[config.mk]
export PLATFORM = sky130hd
export DESIGN_NAME = display_7seg_mux_param
export DESIGN_NICKNAME = d
export VERILOG_FILES = /design/src/rtl/display_pkg.sv /design/src/rtl/seg_scan_timer.sv /design/src/rtl/display_7seg_mux_param.sv
export SDC_FILE = /design/constraint.sdc
export NUM_CORES = 1
export LEC_CHECK = 0
export CAP_MARGIN = 30
export CORE_ASPECT_RATIO = 1.5
export CORE_MARGIN = 2
export CORE_UTILIZATION = 50
export CTS_BUF_LIST = sky130_fd_sc_hd__clkbuf_4 sky130_fd_sc_hd__clkbuf_8 sky130_fd_sc_hd__clkbuf_16
export DETAILED_ROUTE_END_ITERATION = 8
export GPL_ROUTABILITY_DRIVEN = 0
export HOLD_SLACK_MARGIN = 0.1
export PLACE_DENSITY = 0.77
export SYNTH_ARGS = -nofsm -noshare
export SYNTH_HDL_FRONTEND = slang
export SYNTH_SLANG_ARGS = --single-unit
[constraint.sdc]
create_clock -name clk -period 3.3 [get_ports clk]
set_clock_uncertainty 0.05 [all_clocks]
set_input_delay 0.495 -clock clk [delete_from_list [all_inputs] [get_ports clk]]
set_output_delay 0.495 -clock clk [all_outputs]
set_load 0.05 [all_outputs]
[src/rtl/display_pkg.sv]
// Segment encodings and BCD-to-segment decode shared by the 7-segment display driver.
// Latency: none (constants and a combinational function only).
// Backpressure: not applicable.
//
// Contents:
//   SEG_BLANK / SEG_MINUS / SEG_ERR : special active-low patterns, bit order {g,f,e,d,c,b,a}
//   DIGIT_SEG                       : active-low patterns for decimal digits 0..9
//   bcd_to_seg()                    : nibble -> pattern, values above 9 map to SEG_ERR
package display_pkg;

  localparam logic [6:0] SEG_BLANK = 7'b1111111;
  localparam logic [6:0] SEG_MINUS = 7'b0111111;
  localparam logic [6:0] SEG_ERR   = 7'b0000110;

  localparam logic [6:0] DIGIT_SEG [0:9] = '{
    7'b1000000,  // 0
    7'b1111001,  // 1
    7'b0100100,  // 2
    7'b0110000,  // 3
    7'b0011001,  // 4
    7'b0010010,  // 5
    7'b0000010,  // 6
    7'b1111000,  // 7
    7'b0000000,  // 8
    7'b0010000   // 9
  };

  function automatic logic [6:0] bcd_to_seg(input logic [3:0] v);
    logic [6:0] seg;
    if (v <= 4'd9) begin
      seg = DIGIT_SEG[v];
    end else begin
      seg = SEG_ERR;
    end
    return seg;
  endfunction

endpackage

[src/rtl/seg_scan_timer.sv]
// Refresh timer for a multiplexed display: counter runs 0..REFRESH_DIV-1, digit index advances on wrap.
// Latency: idx/cnt are registered state; idx changes on the edge where cnt wraps to 0.
// Backpressure: none; free-running whenever out of reset.
//
// Ports:
//   clk   in   system clock
//   reset in   synchronous active-low reset (clears counter and index)
//   idx   out  current digit index, 0..N_DIGITS-1
//   cnt   out  current refresh count within the digit slot, 0..REFRESH_DIV-1
module seg_scan_timer #(
  parameter int N_DIGITS    = 8,
  parameter int REFRESH_DIV = 100000
) (
  input  logic                          clk,
  input  logic                          reset,
  output logic [$clog2(N_DIGITS)-1:0]    idx,
  output logic [$clog2(REFRESH_DIV)-1:0] cnt
);

  localparam int IW = $clog2(N_DIGITS);
  localparam int CW = $clog2(REFRESH_DIV);

  logic [CW-1:0] cnt_q, cnt_d;
  logic [IW-1:0] idx_q, idx_d;

  always_comb begin
    cnt_d = cnt_q + CW'(1);
    idx_d = idx_q;
    if (cnt_q == CW'(REFRESH_DIV - 1)) begin
      cnt_d = '0;
      // Index width may cover more values than N_DIGITS, so wrap explicitly.
      if (idx_q == IW'(N_DIGITS - 1)) begin
        idx_d = '0;
      end else begin
        idx_d = idx_q + IW'(1);
      end
    end
  end

  always_ff @(posedge clk) begin
    if (!reset) begin
      cnt_q <= '0;
      idx_q <= '0;
    end else begin
      cnt_q <= cnt_d;
      idx_q <= idx_d;
    end
  end

  assign idx = idx_q;
  assign cnt = cnt_q;

endmodule

[src/rtl/display_7seg_mux_param.sv]
// N-digit common-anode 7-segment multiplexer: shadowed sign+BCD value, leading-zero blanking, floating minus, error flag.
// Latency: load captures into the shadow at the edge; catodo/anodo/data_err are registered one cycle behind shadow and index.
// Backpressure: none; load is a plain strobe, the value is recaptured on every cycle it is high.
//
// Ports:
//   clk, reset      system clock, synchronous active-low reset
//   load            capture codigo_BCD/signo into the shadow register
//   codigo_BCD      packed BCD magnitude, nibble 0 least significant, N_DIGITS-1 nibbles
//   signo           1 = negative
//   brillo          (only with DISPLAY_DIM_EN defined) 3-bit brightness, 7 = full on-time
//   anodo           active-low digit enables, bit i = digit i
//   catodo          active-low segments {g,f,e,d,c,b,a}
//   data_err        shadow holds at least one nibble above 9
// Optional feature macro: DISPLAY_DIM_EN.
module display_7seg_mux_param
  import display_pkg::*;
#(
  parameter int N_DIGITS      = 8,
  parameter int REFRESH_DIV   = 100000,
  parameter int BLANK_LEADING = 1
) (
  input  logic                      clk,
  input  logic                      reset,
  input  logic                      load,
  input  logic [4*(N_DIGITS-1)-1:0] codigo_BCD,
  input  logic                      signo,
`ifdef DISPLAY_DIM_EN
  input  logic [2:0]                brillo,
`endif
  output logic [N_DIGITS-1:0]       anodo,
  output logic [6:0]                catodo,
  output logic                      data_err
);

  // The top digit carries no nibble; it is kept free for the sign.
  localparam int ND = N_DIGITS - 1;
  localparam int MW = 4 * ND;
  localparam int IW = $clog2(N_DIGITS);
  localparam int CW = $clog2(REFRESH_DIV);

  logic [IW-1:0] idx;
  logic [CW-1:0] cnt;

  seg_scan_timer #(
    .N_DIGITS   (N_DIGITS),
    .REFRESH_DIV(REFRESH_DIV)
  ) u_timer (
    .clk  (clk),
    .reset(reset),
    .idx  (idx),
    .cnt  (cnt)
  );

  logic [MW-1:0]       mag_q, mag_d;
  logic                sign_q, sign_d;
  logic [N_DIGITS-1:0] anodo_q, anodo_d;
  logic [6:0]          catodo_q, catodo_d;
  logic                err_q, err_d;

  int         msd;      // most significant nonzero nibble, 0 for a zero magnitude
  int         cur;      // digit currently being scanned
  logic       nonzero;
  logic [3:0] nib;
  logic       on_time;

  always_comb begin
    mag_d  = mag_q;
    sign_d = sign_q;
    if (load) begin
      mag_d  = codigo_BCD;
      sign_d = signo;
    end
  end

  always_comb begin
    msd      = 0;
    nonzero  = |mag_q;
    cur      = int'(idx);
    nib      = 4'h0;
    err_d    = 1'b0;
    catodo_d = SEG_BLANK;
    anodo_d  = '1;
    on_time  = 1'b1;

    for (int i = 0; i < ND; i++) begin
      // Invalid nibbles are nonzero and therefore also push msd upward.
      if (mag_q[4*i +: 4] != 4'h0) msd = i;
      if (mag_q[4*i +: 4] > 4'd9)  err_d = 1'b1;
      if (i == cur)                nib = mag_q[4*i +: 4];
    end

    if (cur < ND && (BLANK_LEADING == 0 || cur <= msd)) begin
      catodo_d = bcd_to_seg(nib);
    end else if (sign_q && nonzero &&
                 ((BLANK_LEADING != 0) ? (cur == msd + 1) : (cur == N_DIGITS - 1))) begin
      // Negative zero falls through to blank: no sign is shown.
      catodo_d = SEG_MINUS;
    end

`ifdef DISPLAY_DIM_EN
    on_time = (int'(cnt) < (((int'(brillo) + 1) * REFRESH_DIV) / 8));
`else
    // Same rule as full brightness; always true while cnt stays in its slot range.
    on_time = (int'(cnt) < REFRESH_DIV);
`endif

    if (on_time) begin
      anodo_d = ~(N_DIGITS'(1) << idx);
    end
  end

  always_ff @(posedge clk) begin
    if (!reset) begin
      mag_q    <= '0;
      sign_q   <= 1'b0;
      anodo_q  <= '1;
      catodo_q <= SEG_BLANK;
      err_q    <= 1'b0;
    end else begin
      mag_q    <= mag_d;
      sign_q   <= sign_d;
      anodo_q  <= anodo_d;
      catodo_q <= catodo_d;
      err_q    <= err_d;
    end
  end

  assign anodo    = anodo_q;
  assign catodo   = catodo_q;
  assign data_err = err_q;

endmodule

==> results.py <==
metrics = {
    "logic_synthesis": {
        "synth-compound-area-share_pct": 12.36,
        "yosys_warnings": 0,
        "synth-adder-area-share_pct": 5.814,
        "synth_top_family_by_area": "simple AND/OR/NAND/NOR gates",
        "yosysTopAreaCell": "dfxtp_1",
        "synth.area.top_cells": "dfxtp_1, mux2i_1, nor2_1",
        "synth_edf_count": 0,
        "synth_xor_area_share_pct": 4.612,
        "avgSynthCellArea_sq_um": 9.171,
        "yosysSeqAreaShare_pct": 40.31,
        "synth_cell_type_count": 56,
        "synth_nets": 399,
        "synth_top_area_share_pct": 40.31,
        "synth-main-ff-cell": "dfxtp_1",
        "synth_seq_cells": 65,
        "synth_cells": 352,
        "yosys-mux-area-fraction_pct": 10.54,
        "synth-simple-area-share_pct": 21.24,
        "ys_async_sr_fraction_pct": 0,
        "synth_area_sq_mm": 0.003228,
    },
    "route": {
        "totalWireLength_microns": 6886,
        "via_per_inst": 5.499,
        "drc": 0,
        "via_count": 2623,
        "drt-pass1-iter-count": 5,
        "initialDrtViolationCount": 105,
        "avgRoutedWirePerCell_microns": 14.44,
        "ant_nets": 0,
    },
    "setup_path": {
        "crit_required_ns": 3.45,
        "r2r-start": "u_timer.idx[1]$_SDFFE_PN0P_",
        "start_kind": "register",
        "worstPathMaxFanout": 19,
        "endpoint_kind": "register",
        "r2r-end": "catodo[4]$_SDFF_PN1_",
        "ff2ff_path_depth": 9,
        "cp.arrival_ns": 3.09,
        "reg2reg_slack_ns": 0.36,
        "crit_type": "register to register",
    },
    "min_path": {
        "hold_path_startpoint": "u_timer.cnt[0]$_SDFF_PP0_",
        "min_delay_path_depth": 1,
        "min_path_type": "register to register",
        "min_to": "u_timer.cnt[0]$_SDFF_PP0_",
    },
    "clock_tree": {
        "cts_buffers": 9,
        "cts.path.max_buffers": 2,
        "cts_root_buf": "clkbuf_8",
        "clk_pin_slew_ns": 0.07,
        "hold_buffers": 0,
        "cts.sinks": 65,
        "cts_tree": "done",
        "post_cts_buffers": 0,
        "ctsHtreeMaxLevel": 3,
        "clk-insertion-delay-late_ns": 0.34,
        "postCtsResizedCells": 0,
    },
    "cells_and_area": {
        "multi_input_area_sq_mm": 0.001762,
        "seqCellArea_sq_mm": 0.001301,
        "nFillCells": 533,
        "syn_to_final_growth_pct": 21.67,
        "antenna_cells": 0,
        "drive_gt1_share_pct": 7.196,
        "finalNetCount": 445,
    },
    "die": {
        "die_area_sq_mm": 0.007128,
        "initial_core_util_pct": 52.28,
        "die_h_microns": 102.4,
        "fp.coreArea_sq_mm": 0.006175,
        "rows": 35,
        "die_x_microns": 69.61,
        "io_pins": 48,
    },
    "sta": {
        "finalSetupViolations": 0,
        "period_share_pct": 89.02,
        "final.setup.worst_slack_ns": 0.3623,
        "tightestPinTransition_ns": 0.7031,
        "relSlewSlack_pct": 52.91,
        "setup_tns_ns": 0,
        "fmax_mhz": 340.4,
        "fin_crit_ns": 2.938,
        "hold_viol": 0,
        "grt_setup_unrepaired": "false",
        "drv_slew": 0,
    },
    "global_route": {
        "antenna_found_initial": 0,
        "grt_pass1_wl_microns": 11490,
        "grt_overflow": 0,
        "track_usage_pct": 20.38,
        "grt_max_degree": 33,
        "first_global_vias": 2505,
    },
    "power": {
        "p_per_area_mw_per_mm2": 461.0,
        "p_sw_uw": 444.3,
        "vdd.ir_drop.worst_v": 0.0003614,
        "pwr-share-comb_pct": 13.9,
        "intPower_uw": 1366,
        "swShare_pct": 24.54,
        "leakage_uw": 0.001635,
        "power_frac_seq_pct": 47.0,
        "total_power_uw": 1811,
        "clkPwrFrac_pct": 39.2,
    },
    "outcome": {
        "status": "finished clean",
    },
    "placement": {
        "pre_cts_ws_ns": 0.3817,
        "io_buffers": 47,
        "dp.final_hpwl_microns": 5134,
    },
    "flow_run": {
        "cap_violations": 0,
    },
}
## state kept, by name, summed over array words and instances, names as in the netlist
signal	flops
anodo	8
catodo	7
data_err	1
mag_q	28
sign_q	1
u_timer.cnt	17
u_timer.idx	3
## cell usage after synthesis (all sizes together), types with 3 or more instances
library cell,n
dfxtp,65
nand3b,3
nand4,3
o31ai,3
xor2,9
clkbuf,4
inv,14
a21oi,10
nand2,19
and4,5
nor4,7
nor3b,4
o21ai,22
buf,12
ha,15
and3,3
and2,4
or4,3
mux2i,34
nand3,14
xnor2,8
nor2b,7
nor2,55
## worst max path at each step
stage | start | end | slack (ns) | cells after the start
final | u_timer.idx[1]$_SDFFE_PN0P_ | catodo[4]$_SDFF_PN1_ | 0.36 | 9
after global routing | u_timer.idx[1]$_SDFFE_PN0P_ | catodo[4]$_SDFF_PN1_ | 0.09 | 9
after CTS | u_timer.idx[1]$_SDFFE_PN0P_ | catodo[4]$_SDFF_PN1_ | 0.38 | 9
after detailed placement | u_timer.idx[1]$_SDFFE_PN0P_ | catodo[4]$_SDFF_PN1_ | 0.38 | 9
after global placement | u_timer.idx[1]$_SDFFE_PN0P_ | catodo[4]$_SDFF_PN1_ | 0.54 | 9
after floorplan | u_timer.idx[0]$_SDFFE_PN0P_ | catodo[4]$_SDFF_PN1_ | 0.68 | 12
## power groups by stage
stage          Clock [uW]  Combinational, uW  Sequential, uW
6_report              709                251             850
5_1_grt               760                273             855
4_1_cts               724                253             850
3_5_place_dp            0                251             867
3_3_place_gp            0                246             866
2_1_floorplan           0                127             897
## final cells by class
class,count,share of cell area [%]
clock inverter,2,0.8920
clock buffer,14,4.587
timing repair buffer,51,12.74
multi-input combinational,256,44.86
sequential,65,33.13
tap,74,2.357
inverter,15,1.434
## stage by stage
stage,utilization [%],area (sq um),hold slack [ns],instances
finish,63.61,3928,0.4426,477
global route,63.61,3928,0.4757,477
CTS,63.61,3928,0.4504,477
detailed placement,60.12,3712,0.4332,461
global placement,60.12,3712,0.3943,461
floorplan,-,3228,0.3764,352
## layer usage
metal	track usage (%)	vias up	part of all wire (%)
met5	0	-	0
met4	8.296	0	1.7
met3	5.325	10	3.2
met2	38.31	43	55
met1	21.59	1243	40
li1	-	1327	-
## critical path, cell delays in order (launching register included)
cell and delay [ns]:
dfxtp_1 0.49, ha_1 0.57, nor2b_1 0.19, a21oi_1 0.05
a221o_1 0.32, a22oi_1 0.32, inv_1 0.12, ha_1 0.26
o31ai_2 0.31, o211ai_1 0.12
## cells in the final DEF (no fill, tap or decap), drive strengths merged, types with 14 or more instances in the layout
cell type and n:
clkbuf 14, clkdlybuf4s50 47, dfxtp 65, ha 15, inv 14, mux2i 34, nand2 19, nand3 14
nor2 55, o21ai 22
## cell families (layout without fill, tap and decap cells)
family | Yosys count | count (layout)
mux | 34 | 34
flops | 65 | 65
fa+ha+maj | 15 | 15
buf+inv | 31 | 82
xor+xnor | 17 | 17
simple gates | 135 | 135
compound gates | 55 | 55
Note: power is estimated with default switching activity, not from simulation.
